File: config.mk
export PLATFORM = sky130hd
export DESIGN_NAME = systolic_feeder
export DESIGN_NICKNAME = d
export VERILOG_FILES = /design/src/rtl/systolic_feeder_pkg.sv /design/src/rtl/feeder_buf.sv /design/src/rtl/systolic_feeder.sv
export SDC_FILE = /design/constraint.sdc
export NUM_CORES = 1
export LEC_CHECK = 0
export ABC_AREA = 1
export BUFFER_PORTS_ARGS = -buffer_cell sky130_fd_sc_hd__clkbuf_2
export CAP_MARGIN = 20
export CORE_UTILIZATION = 33
export CTS_CLUSTER_SIZE = 30
export DETAILED_ROUTE_END_ITERATION = 6
export PLACE_DENSITY = 0.57
export REMOVE_ABC_BUFFERS = 1
export SYNTH_ARGS = -nofsm -noshare
export SYNTH_HDL_FRONTEND = slang
export SYNTH_SLANG_ARGS = --single-unit
File: constraint.sdc
create_clock -name clk -period 4 [get_ports clk]
set_input_delay 0.6 -clock clk [delete_from_list [all_inputs] [get_ports clk]]
set_output_delay 0.6 -clock clk [all_outputs]
set_load 0.03 [all_outputs]
File: src/rtl/systolic_feeder_pkg.sv
// Shared widths and FSM state codes for the systolic feeder, PE array and output collector.
package systolic_feeder_pkg;

  localparam int unsigned DATA_W = 8;
  localparam int unsigned ACC_W  = 32;
  localparam int unsigned ST_W   = 3;

  typedef logic [ST_W-1:0] state_t;

  localparam state_t ST_IDLE  = 3'd0;
  localparam state_t ST_CLEAR = 3'd1;
  localparam state_t ST_FEED  = 3'd2;
  localparam state_t ST_DRAIN = 3'd3;
  localparam state_t ST_DONE  = 3'd4;

endpackage

File: src/rtl/feeder_buf.sv
// ROWS x COLS byte register file: one write port, one combinational read port per row.
module feeder_buf
  import systolic_feeder_pkg::*;
#(
  parameter int unsigned ROWS = 4,
  parameter int unsigned COLS = 4,
  parameter int unsigned RW   = 2,
  parameter int unsigned KW   = 2
) (
  input  logic                     clk,
  input  logic                     we_i,
  input  logic [RW-1:0]            wr_row_i,
  input  logic [KW-1:0]            wr_col_i,
  input  logic [DATA_W-1:0]        wr_data_i,
  input  logic [ROWS*KW-1:0]       rd_col_i,
  output logic [ROWS*DATA_W-1:0]   rd_data_c
);

  logic [DATA_W-1:0] mem_q [ROWS][COLS];

  // Storage is deliberately unreset so operands survive a reset.
  always_ff @(posedge clk) begin
    if (we_i && (int'(wr_row_i) < int'(ROWS)) && (int'(wr_col_i) < int'(COLS))) begin
      mem_q[wr_row_i][wr_col_i] <= wr_data_i;
    end
  end

  always_comb begin
    rd_data_c = '0;
    for (int r = 0; r < int'(ROWS); r++) begin
      if (int'(rd_col_i[r*KW +: KW]) < int'(COLS)) begin
        rd_data_c[r*DATA_W +: DATA_W] = mem_q[r][rd_col_i[r*KW +: KW]];
      end
    end
  end

endmodule

File: src/rtl/systolic_feeder.sv
// Skews A rows and B columns into an N x N systolic array: clear, feed K+N-1 cycles, drain N, done.
module systolic_feeder
  import systolic_feeder_pkg::*;
#(
  parameter  int unsigned N  = 4,
  parameter  int unsigned K  = 4,
  localparam int unsigned IW = (N > 1) ? $clog2(N) : 1,
  localparam int unsigned KW = (K > 1) ? $clog2(K) : 1
) (
  input  logic                  clk,
  input  logic                  rst,
  input  logic                  wr_en,
  input  logic                  wr_sel,
  input  logic [IW-1:0]         wr_idx,
  input  logic [KW-1:0]         wr_k,
  input  logic [DATA_W-1:0]     wr_data,
  input  logic                  start,
  output logic                  busy,
  output logic                  acc_clr,
  output logic                  feed_valid,
  output logic [N*DATA_W-1:0]   a_out,
  output logic [N*DATA_W-1:0]   b_out,
  output logic                  done
);

  localparam int unsigned CW = $clog2(K + N);
  localparam logic [CW-1:0] FEED_LAST  = CW'(K + N - 2);
  localparam logic [CW-1:0] DRAIN_LAST = CW'(N - 1);

  state_t              state_q, state_d;
  logic [CW-1:0]       cnt_q, cnt_d;
  logic                busy_q, busy_d;
  logic                acc_clr_q, acc_clr_d;
  logic                feed_q, feed_d;
  logic                done_q, done_d;
  logic [N*DATA_W-1:0] a_q, a_d, b_q, b_d;
  logic [N*DATA_W-1:0] a_rd_c, b_rd_c;
  logic [N*KW-1:0]     rd_k_c;
  logic [N-1:0]        lane_ok_c;
  logic                we_a_c, we_b_c;

  always_ff @(posedge clk or negedge rst) begin
    if (!rst) begin
      state_q   <= ST_IDLE;
      cnt_q     <= '0;
      busy_q    <= 1'b0;
      acc_clr_q <= 1'b0;
      feed_q    <= 1'b0;
      done_q    <= 1'b0;
      a_q       <= '0;
      b_q       <= '0;
    end else begin
      state_q   <= state_d;
      cnt_q     <= cnt_d;
      busy_q    <= busy_d;
      acc_clr_q <= acc_clr_d;
      feed_q    <= feed_d;
      done_q    <= done_d;
      a_q       <= a_d;
      b_q       <= b_d;
    end
  end

  // One counter serves both FEED and DRAIN; it restarts on entry to each.
  always_comb begin
    state_d = state_q;
    cnt_d   = cnt_q;
    we_a_c  = 1'b0;
    we_b_c  = 1'b0;
    case (state_q)
      ST_IDLE: begin
        we_a_c = wr_en && !wr_sel;
        we_b_c = wr_en && wr_sel;
        if (start) state_d = ST_CLEAR;
      end
      ST_CLEAR: begin
        state_d = ST_FEED;
        cnt_d   = '0;
      end
      ST_FEED: begin
        if (cnt_q == FEED_LAST) begin
          state_d = ST_DRAIN;
          cnt_d   = '0;
        end else begin
          cnt_d = cnt_q + CW'(1);
        end
      end
      ST_DRAIN: begin
        if (cnt_q == DRAIN_LAST) begin
          state_d = ST_DONE;
          cnt_d   = '0;
        end else begin
          cnt_d = cnt_q + CW'(1);
        end
      end
      ST_DONE:  state_d = ST_IDLE;
      default:  state_d = ST_IDLE;
    endcase
  end

  // Lane i carries reduction index k = t - i; A rows and B columns share the same skew.
  always_comb begin
    lane_ok_c = '0;
    rd_k_c    = '0;
    for (int i = 0; i < int'(N); i++) begin
      if ((state_d == ST_FEED) && (int'(cnt_d) >= i) && (int'(cnt_d) - i < int'(K))) begin
        lane_ok_c[i]         = 1'b1;
        rd_k_c[i*KW +: KW]   = KW'(int'(cnt_d) - i);
      end
    end
  end

  always_comb begin
    busy_d    = (state_d != ST_IDLE);
    acc_clr_d = (state_d == ST_CLEAR);
    feed_d    = (state_d == ST_FEED);
    done_d    = (state_d == ST_DONE);
    a_d       = '0;
    b_d       = '0;
    for (int i = 0; i < int'(N); i++) begin
      if (lane_ok_c[i]) begin
        a_d[i*DATA_W +: DATA_W] = a_rd_c[i*DATA_W +: DATA_W];
        b_d[i*DATA_W +: DATA_W] = b_rd_c[i*DATA_W +: DATA_W];
      end
    end
  end

  // A is stored as A[i][k]; B is stored transposed as B[k][j] -> row j, column k.
  feeder_buf #(.ROWS(N), .COLS(K), .RW(IW), .KW(KW)) u_buf_a (
    .clk       (clk),
    .we_i      (we_a_c),
    .wr_row_i  (wr_idx),
    .wr_col_i  (wr_k),
    .wr_data_i (wr_data),
    .rd_col_i  (rd_k_c),
    .rd_data_c (a_rd_c)
  );

  feeder_buf #(.ROWS(N), .COLS(K), .RW(IW), .KW(KW)) u_buf_b (
    .clk       (clk),
    .we_i      (we_b_c),
    .wr_row_i  (wr_idx),
    .wr_col_i  (wr_k),
    .wr_data_i (wr_data),
    .rd_col_i  (rd_k_c),
    .rd_data_c (b_rd_c)
  );

  assign busy       = busy_q;
  assign acc_clr    = acc_clr_q;
  assign feed_valid = feed_q;
  assign done       = done_q;
  assign a_out      = a_q;
  assign b_out      = b_q;

endmodule

; ---- Word-level counts from Yosys, hierarchy flattened
; Memories as Yosys holds them, arrays and structs flattened.
; Index checks and enable logic that the tools add are counted.
[totals]
reg_bits = 74
ram_bits = 256
out_inout_bits = 68
n_memories = 2
[op_classes]
addsub = 4
order_cmp = 13
n_eq_ne = 8
muxes = 55
n_bitwise = 5
n_reduce_logical = 13
[mem_list]
columns = name, depth, width, read_ports, rd_ports_with_merged_regs, wr, line_no
row1 = u_buf_a.mem_q, 4, 32, 4, 0, 1, feeder_buf.sv:19  ; logic [DATA_W-1:0] mem_q [ROWS][COLS];
row2 = u_buf_b.mem_q, 4, 32, 4, 0, 1, feeder_buf.sv:19
[op_table]
columns = operator, count
row1 = 8-bit 2-to-1 mux, 25
row2 = 8-bit binary-select mux with 2-bit select, 8
row3 = "32-bit by 4-bit less-than comparator with 1-bit output, second input constant", 3
row4 = 32-bit 2-to-1 mux, 2
row5 = 8-bit demux with 2-bit select, 1
row6 = "3-bit greater-or-equal comparator, second input constant", 5
row7 = 3-bit 2-to-1 mux, 5
row8 = 2-bit inverter with 3-bit output, 5
row9 = "3-bit by 2-bit == test with 1-bit output, second input constant", 4
row10 = 3-bit one-hot mux with 4 select lines, 1
row11 = 1-bit logical AND, 10
row12 = 3-bit one-hot mux with 3 select lines, 1
row13 = 1-bit 2-to-1 mux, 8
row14 = 2-bit 2-to-1 mux, 4
row15 = "3-bit by 2-bit subtractor with 4-bit output, second input constant", 2
row16 = "3-bit by 1-bit == test with 1-bit output, second input constant", 2
row17 = "3-bit == test, second input constant", 2
row18 = "3-bit by 2-bit greater-or-equal comparator with 1-bit output, second input constant", 2
row19 = "3-bit by 1-bit subtractor with 4-bit output, second input constant", 1
row20 = "3-bit by 1-bit adder with 3-bit output, second input constant", 1
row21 = "3-bit by 1-bit greater-or-equal comparator with 1-bit output, second input constant", 1
row22 = 3-bit logical NOT, 1
row23 = "3-bit by 1-bit less-than comparator with 1-bit output, second input constant", 1
row24 = "3-bit less-than comparator, second input constant", 1
row25 = other kinds (2), 2

; ---- Logic depth before layout (Yosys ltp)
[depth]
depth_word = 12
ltp_mapped = 17

; ---- Hierarchy
; From an unflattened synthesis, not the netlist that was laid out.
[hier_totals]
hier_cells = 1340
hier_area_um2 = 14089.8
[by_module_without_submodules]
columns = mod, n_inst, cells_each, area_each_um2, seq_area_each_um2
row1 = feeder_buf, 2, 532, 5535.3, 3843.7
row2 = systolic_feeder, 1, 276, 3019.1, 1851.8

; ---- Worst setup path after synthesis
; Ideal clock, no wire load.
[synth_timing]
path_type = register to register
from = reg cnt_q[0]
to = reg a_q[12] (netlist: a_out[12])
arrival_ns = 2.760
slack_ns = 1.104
stages_incl_launch_ff = 15
synth_period_minus_slack_ns = 2.896
cell_sequence = dfrtp_1 ha_1 ha_1 inv_1 nand3_2 nand3_2 buf_2 buf_1 ha_1 nand4_1 a21oi_4 clkbuf_1 nand4_1 nand2_1 a21oi_1
[synth_via]
elab_chain_cells = 12
word_cells_on_any_way = 22
[synth_lines]
columns = element, line_no
row1 = from (decl), systolic_feeder.sv:31  ; logic [CW-1:0] cnt_q, cnt_d;
row2 = from (signal assigned), systolic_feeder.sv:54  ; cnt_q <= cnt_d;
row3 = 3-bit by 1-bit adder with 3-bit output (tied with other cells), "systolic_feeder.sv:85, systolic_feeder.sv:93"
row4 = "3-bit 2-to-1 mux, on equally long branches", "systolic_feeder.sv:89, systolic_feeder.sv:81"
row5 = 3-bit one-hot mux with 3 select lines (*), systolic_feeder.sv:70  ; case (state_q)
row6 = via cnt_d[0], systolic_feeder.sv:31
row7 = 3-bit by 1-bit subtractor with 4-bit output / 3-bit by 1-bit greater-or-equal comparator with 1-bit output (equally long branches), "systolic_feeder.sv:108, systolic_feeder.sv:106"
row8 = 32-bit by 4-bit less-than comparator with 1-bit output / 1-bit logical AND (equally long branches), systolic_feeder.sv:106  ; if ((state_d == ST_FEED) && (int'(cnt_d) >= i) && (int'(cnt_d) - i < int'(K))) begin
row9 = 1-bit logical AND, systolic_feeder.sv:106
row10 = 2-bit 2-to-1 mux, systolic_feeder.sv:106
row11 = 2-bit inverter with 3-bit output (implied by the code), feeder_buf.sv:32  ; rd_data_c[r*DATA_W +: DATA_W] = mem_q[r][rd_col_i[r*KW +: KW]];
row12 = 8-bit binary-select mux with 2-bit select, feeder_buf.sv:32
row13 = 8-bit 2-to-1 mux (implied by the code) (2 in a row), feeder_buf.sv:32
row14 = 8-bit 2-to-1 mux (*), systolic_feeder.sv:121  ; if (lane_ok_c[i]) begin
row15 = via a_d[12], systolic_feeder.sv:36  ; logic [N*DATA_W-1:0] a_q, a_d, b_q, b_d;
row16 = to (signal assigned), systolic_feeder.sv:50  ; a_q <= '0;
row17 = to (signal assigned), systolic_feeder.sv:59  ; a_q <= a_d;
row18 = to (decl), systolic_feeder.sv:36
; Mark *: on every way through the listed nets, which the timed path passes. The rest lies on a longest branch. The select of a mux whose other input is x is not followed.

; ---- Worst setup path in the final report
[layout_timing]
from = reg cnt_q[0]
to = reg a_q[9] (netlist: a_out[9])
[layout_via]
elab_chain_cells = 12
word_cells_on_any_way = 22
[layout_lines]
columns = element, line_no
row1 = 3-bit by 1-bit adder with 3-bit output (tied with other cells), "systolic_feeder.sv:85, systolic_feeder.sv:93"
row2 = "3-bit 2-to-1 mux, on equally long branches", "systolic_feeder.sv:89, systolic_feeder.sv:81"
row3 = 3-bit one-hot mux with 3 select lines / 3-bit one-hot mux with 4 select lines (equally long branches), systolic_feeder.sv:70
row4 = 3-bit by 1-bit subtractor with 4-bit output (tied with other cells), systolic_feeder.sv:108  ; rd_k_c[i*KW +: KW] = KW'(int'(cnt_d) - i);
row5 = 32-bit by 4-bit less-than comparator with 1-bit output / 1-bit logical AND (equally long branches), systolic_feeder.sv:106
row6 = 1-bit logical AND, systolic_feeder.sv:106
row7 = 2-bit 2-to-1 mux, systolic_feeder.sv:106
row8 = 2-bit inverter with 3-bit output (implied by the code), feeder_buf.sv:32
row9 = 8-bit binary-select mux with 2-bit select, feeder_buf.sv:32
row10 = 8-bit 2-to-1 mux (implied by the code) (2 in a row), feeder_buf.sv:32
row11 = 8-bit 2-to-1 mux (*), systolic_feeder.sv:121
row12 = via a_d[9], systolic_feeder.sv:36
; Marks and branches as above.

==> results.sh <==
export IMPL_dr_max_layer_used="met4"
export IMPL_fin_tns_setup_ns=0
export IMPL_cp_cell_sequence="ha_1 > ha_1 > inv_1 > nand3_2 > nand3_2 > inv_2 > ha_1 > ha_1 > a21oi_4 > buf_4 > nand2_1 > a21oi_1"
export IMPL_whs_ns=0.178
export IMPL_slowest_delay_ns=0.54
export IMPL_p_int_mw=6.75
export IMPL_clockBufferDepth=3
export IMPL_r2r_start="cnt_q[0]$_DFF_PN0_"
export IMPL_overflow=0
export IMPL_switching_share_pct=38.5
export IMPL_hold_path_class="input port to async pin"
export IMPL_leakage_nw=6.37
export IMPL_hpwlAfterDp_um=17600
export IMPL_p_seq_share_pct=37.3
export IMPL_crit_path_start="cnt_q[0]$_DFF_PN0_"
export IMPL_grt_antenna_before_repair=2
export IMPL_core_mm2=0.0391
export IMPL_cts_tree="yes"
export IMPL_combPwrFrac_pct=35.2
export IMPL_synth_enable_flop_cells=256
export IMPL_synth_most_common_cell="edfxtp_1"
export IMPL_port_buffers=84
export IMPL_powerDensity_mw_per_mm2=721
export IMPL_cp_max_fo=20
export IMPL_grt_pass1_vias=8004
export IMPL_yosys_warnings=0
export IMPL_grt_pass1_wl_um=45800
export IMPL_fin_crit_sh_pct=87.5
export IMPL_ys_flop_type="edfxtp_1"
export IMPL_wl_met3_um=1380
export IMPL_die_area_mm2=0.0409
export IMPL_clock_sinks=330
export IMPL_crit_top_cell="ha_1"
export IMPL_gp_congestion=0.774
export IMPL_synth_common_cells="256 x edfxtp_1, 177 x inv_1, 149 x nand2_1, 119 x nor2_1, 80 x a21oi_1"
export IMPL_pwr_share_clk_pct=27.5
export IMPL_synth_top_area_cell="edfxtp_1"
export IMPL_die_y_um=202
export IMPL_critPathLaunchType="register"
export IMPL_ir_drop_mv=0.390
export IMPL_ctsResizeCount=0
export IMPL_worstMarginPinSlew_ns=0.849
export IMPL_placementRows=72
export IMPL_cts_hold_buf=0
export IMPL_cts_root_buf="clkbuf_16"
export IMPL_final_antenna_net_count=0
export IMPL_skew_ns=0.00755
export IMPL_die_x_um=202
export IMPL_ioPinCount=85
export IMPL_crit_slowest_cell="a21oi_4"
export IMPL_crit_path_end_kind="register"
export IMPL_final_nets=1223
export IMPL_postSynthAreaPerCell_um2=11.9
export IMPL_grt_max_degree=59
export IMPL_wl_per_cell_um=16.7
export IMPL_setup_viol_count_final=0
export IMPL_drt_first_pass_iters=5
export IMPL_drive_gt1_share_pct=15.2
export IMPL_path_clk_slew_ns=0.06
export IMPL_cp_arrival_ns=3.93
export IMPL_crit_type="register to register"
export IMPL_finalHoldViolCount=0
export IMPL_mappedNetlistArea_mm2=0.0132
export IMPL_synth_top_area_share_pct=58.1
export IMPL_relSlewSlack_pct=43.3
export IMPL_areaGrowthSynthToFinish_pct=15.0
export IMPL_p_switching_mw=4.23
export IMPL_drv_slew=0
export IMPL_clk_latency_ns=0.52
export IMPL_drt_iter0_drc=532
export IMPL_cts_buffers=34
export IMPL_stdcell_area_mm2=0.0152
export IMPL_ys_seq_area_share_pct=72.1
export IMPL_synthTopCellsByArea="edfxtp_1 58%, dfrtp_1 14%, inv_1 5.0%, nand2_1 4.2%, nor2_1 3.4%"
export IMPL_via_count=7969
export IMPL_syn_inst=1115
export IMPL_post_route_min_period_ns=3.50
export IMPL_grt_use_total_pct=14.6
export IMPL_wl_um=29100
export IMPL_viasPerCell=4.57
export IMPL_cp_data_required_time_ns=4.43
export IMPL_rsz0062_at_grt="no"
export IMPL_place_area_mm2=0.0141
export IMPL_status="finished clean"
export IMPL_drcViolationCount=0
export IMPL_maxCapViolCount=0
export IMPL_wirelength_met1_um=12600
export IMPL_fmax_ghz=0.286
export IMPL_post_cts_buffers=0
export IMPL_synth_cell_types=34
export IMPL_start_util_pct=33.9
export IMPL_synth_seq_cells=330
export IMPL_ys_async_sr_fraction_pct=22.4
export IMPL_ctsHtreeMaxLevel=2
export IMPL_wl_met2_um=14500
[worst max-delay path: cells and delay by family, from the launching register on]
family,cells,cell delay [ns]
and+or+nand+nor,3,0.82
buffers and inverters,3,0.52
adders and majority gates,4,0.85
AOI/OAI and AO/OA,2,0.82
DFF,1,0.39
[layout by cell type (no fill, tap or decap), types with 29 or more instances in the layout]
master	instances
edfxtp_1	256
inv_1	177
nand2_1	149
nor2_1	119
clkbuf_2	83
a21oi_1	80
dfrtp_1	74
nand3_1	60
clkbuf_16	38
nand4_1	35
o21ai_0	29
[logic make-up (layout without fill, tap and decap cells)]
family,after synthesis,after routing,share of synthesized area (%)
AND/OR/NAND/NOR,418,418,14.8
flip-flops,330,330,72.1
buffers and inverters,228,337,6.90
AO/OA/AOI/OAI,130,130,5.33
adder cells (fa/ha/maj),8,8,0.756
XOR/XNOR,1,1,0.123
other,0,2,0
[power groups by stage]
| stage | Combinational [mW] | Clock (mW) | Sequential (mW) |
|---|---|---|---|
| after detailed placement | 3.93 | 0 | 4.17 |
| after global placement | 3.87 | 0 | 4.17 |
| final | 3.87 | 3.02 | 4.09 |
| after global routing | 4.32 | 3.21 | 4.12 |
| after floorplan | 2.26 | 0 | 4.56 |
| after CTS | 3.93 | 3.09 | 4.10 |
[flip-flops by register name, summed over array words and instances, names as in the netlist]
register and flops:
state_q 3, a_out 32, acc_clr 1, u_buf_a.mem_q 128
done 1, busy 1, b_out 32, feed_valid 1
u_buf_b.mem_q 128, cnt_q 3
[stage by stage]
stage               setup WS [ns]  util [%]  power (mW)  instances
detailed placement          0.507      36.2        8.09       1680
finish                      0.499      38.9        11.0       1744
CTS                         0.489      38.9        11.1       1742
global placement            0.622      36.2        8.04       1680
global route                0.182      38.9        11.7       1742
floorplan                   0.216         -        6.82       1070
[final cells by class]
type	count	area, µm²
Antenna cell	2	5.00
Clock buffer	50	1020
Clock inverter	12	56.3
Fill cell	3758	23900
Inverter	183	687
Multi-Input combinational cell	557	2780
Sequential cell	330	9540
Tap cell	518	648
Timing Repair Buffer	92	483
[final timing paths]
path / slack (ns) / cells after the start / endpoint
max: 0.50 / 12 / a_out[9]$_DFF_PN0_
min: 0.18 / 1 / b_out[1]$_DFF_PN0_
max reg2reg: 0.50 / 12 / a_out[9]$_DFF_PN0_
min reg2reg: 0.56 / 2 / b_out[4]$_DFF_PN0_
max in group asynchronous: 3.01 / 2 / feed_valid$_DFF_PN0_
min in group clk: 0.41 / 3 / acc_clr$_DFF_PN0_
[per-layer routing]
metal | vias up | track usage (%)
met5 | - | 0
met4 | 0 | 4.81
met2 | 162 | 24.4
li1 | 3889 | -
met3 | 43 | 2.84
met1 | 3875 | 18.9
No activity file was read; power rests on OpenSTA's default activity.
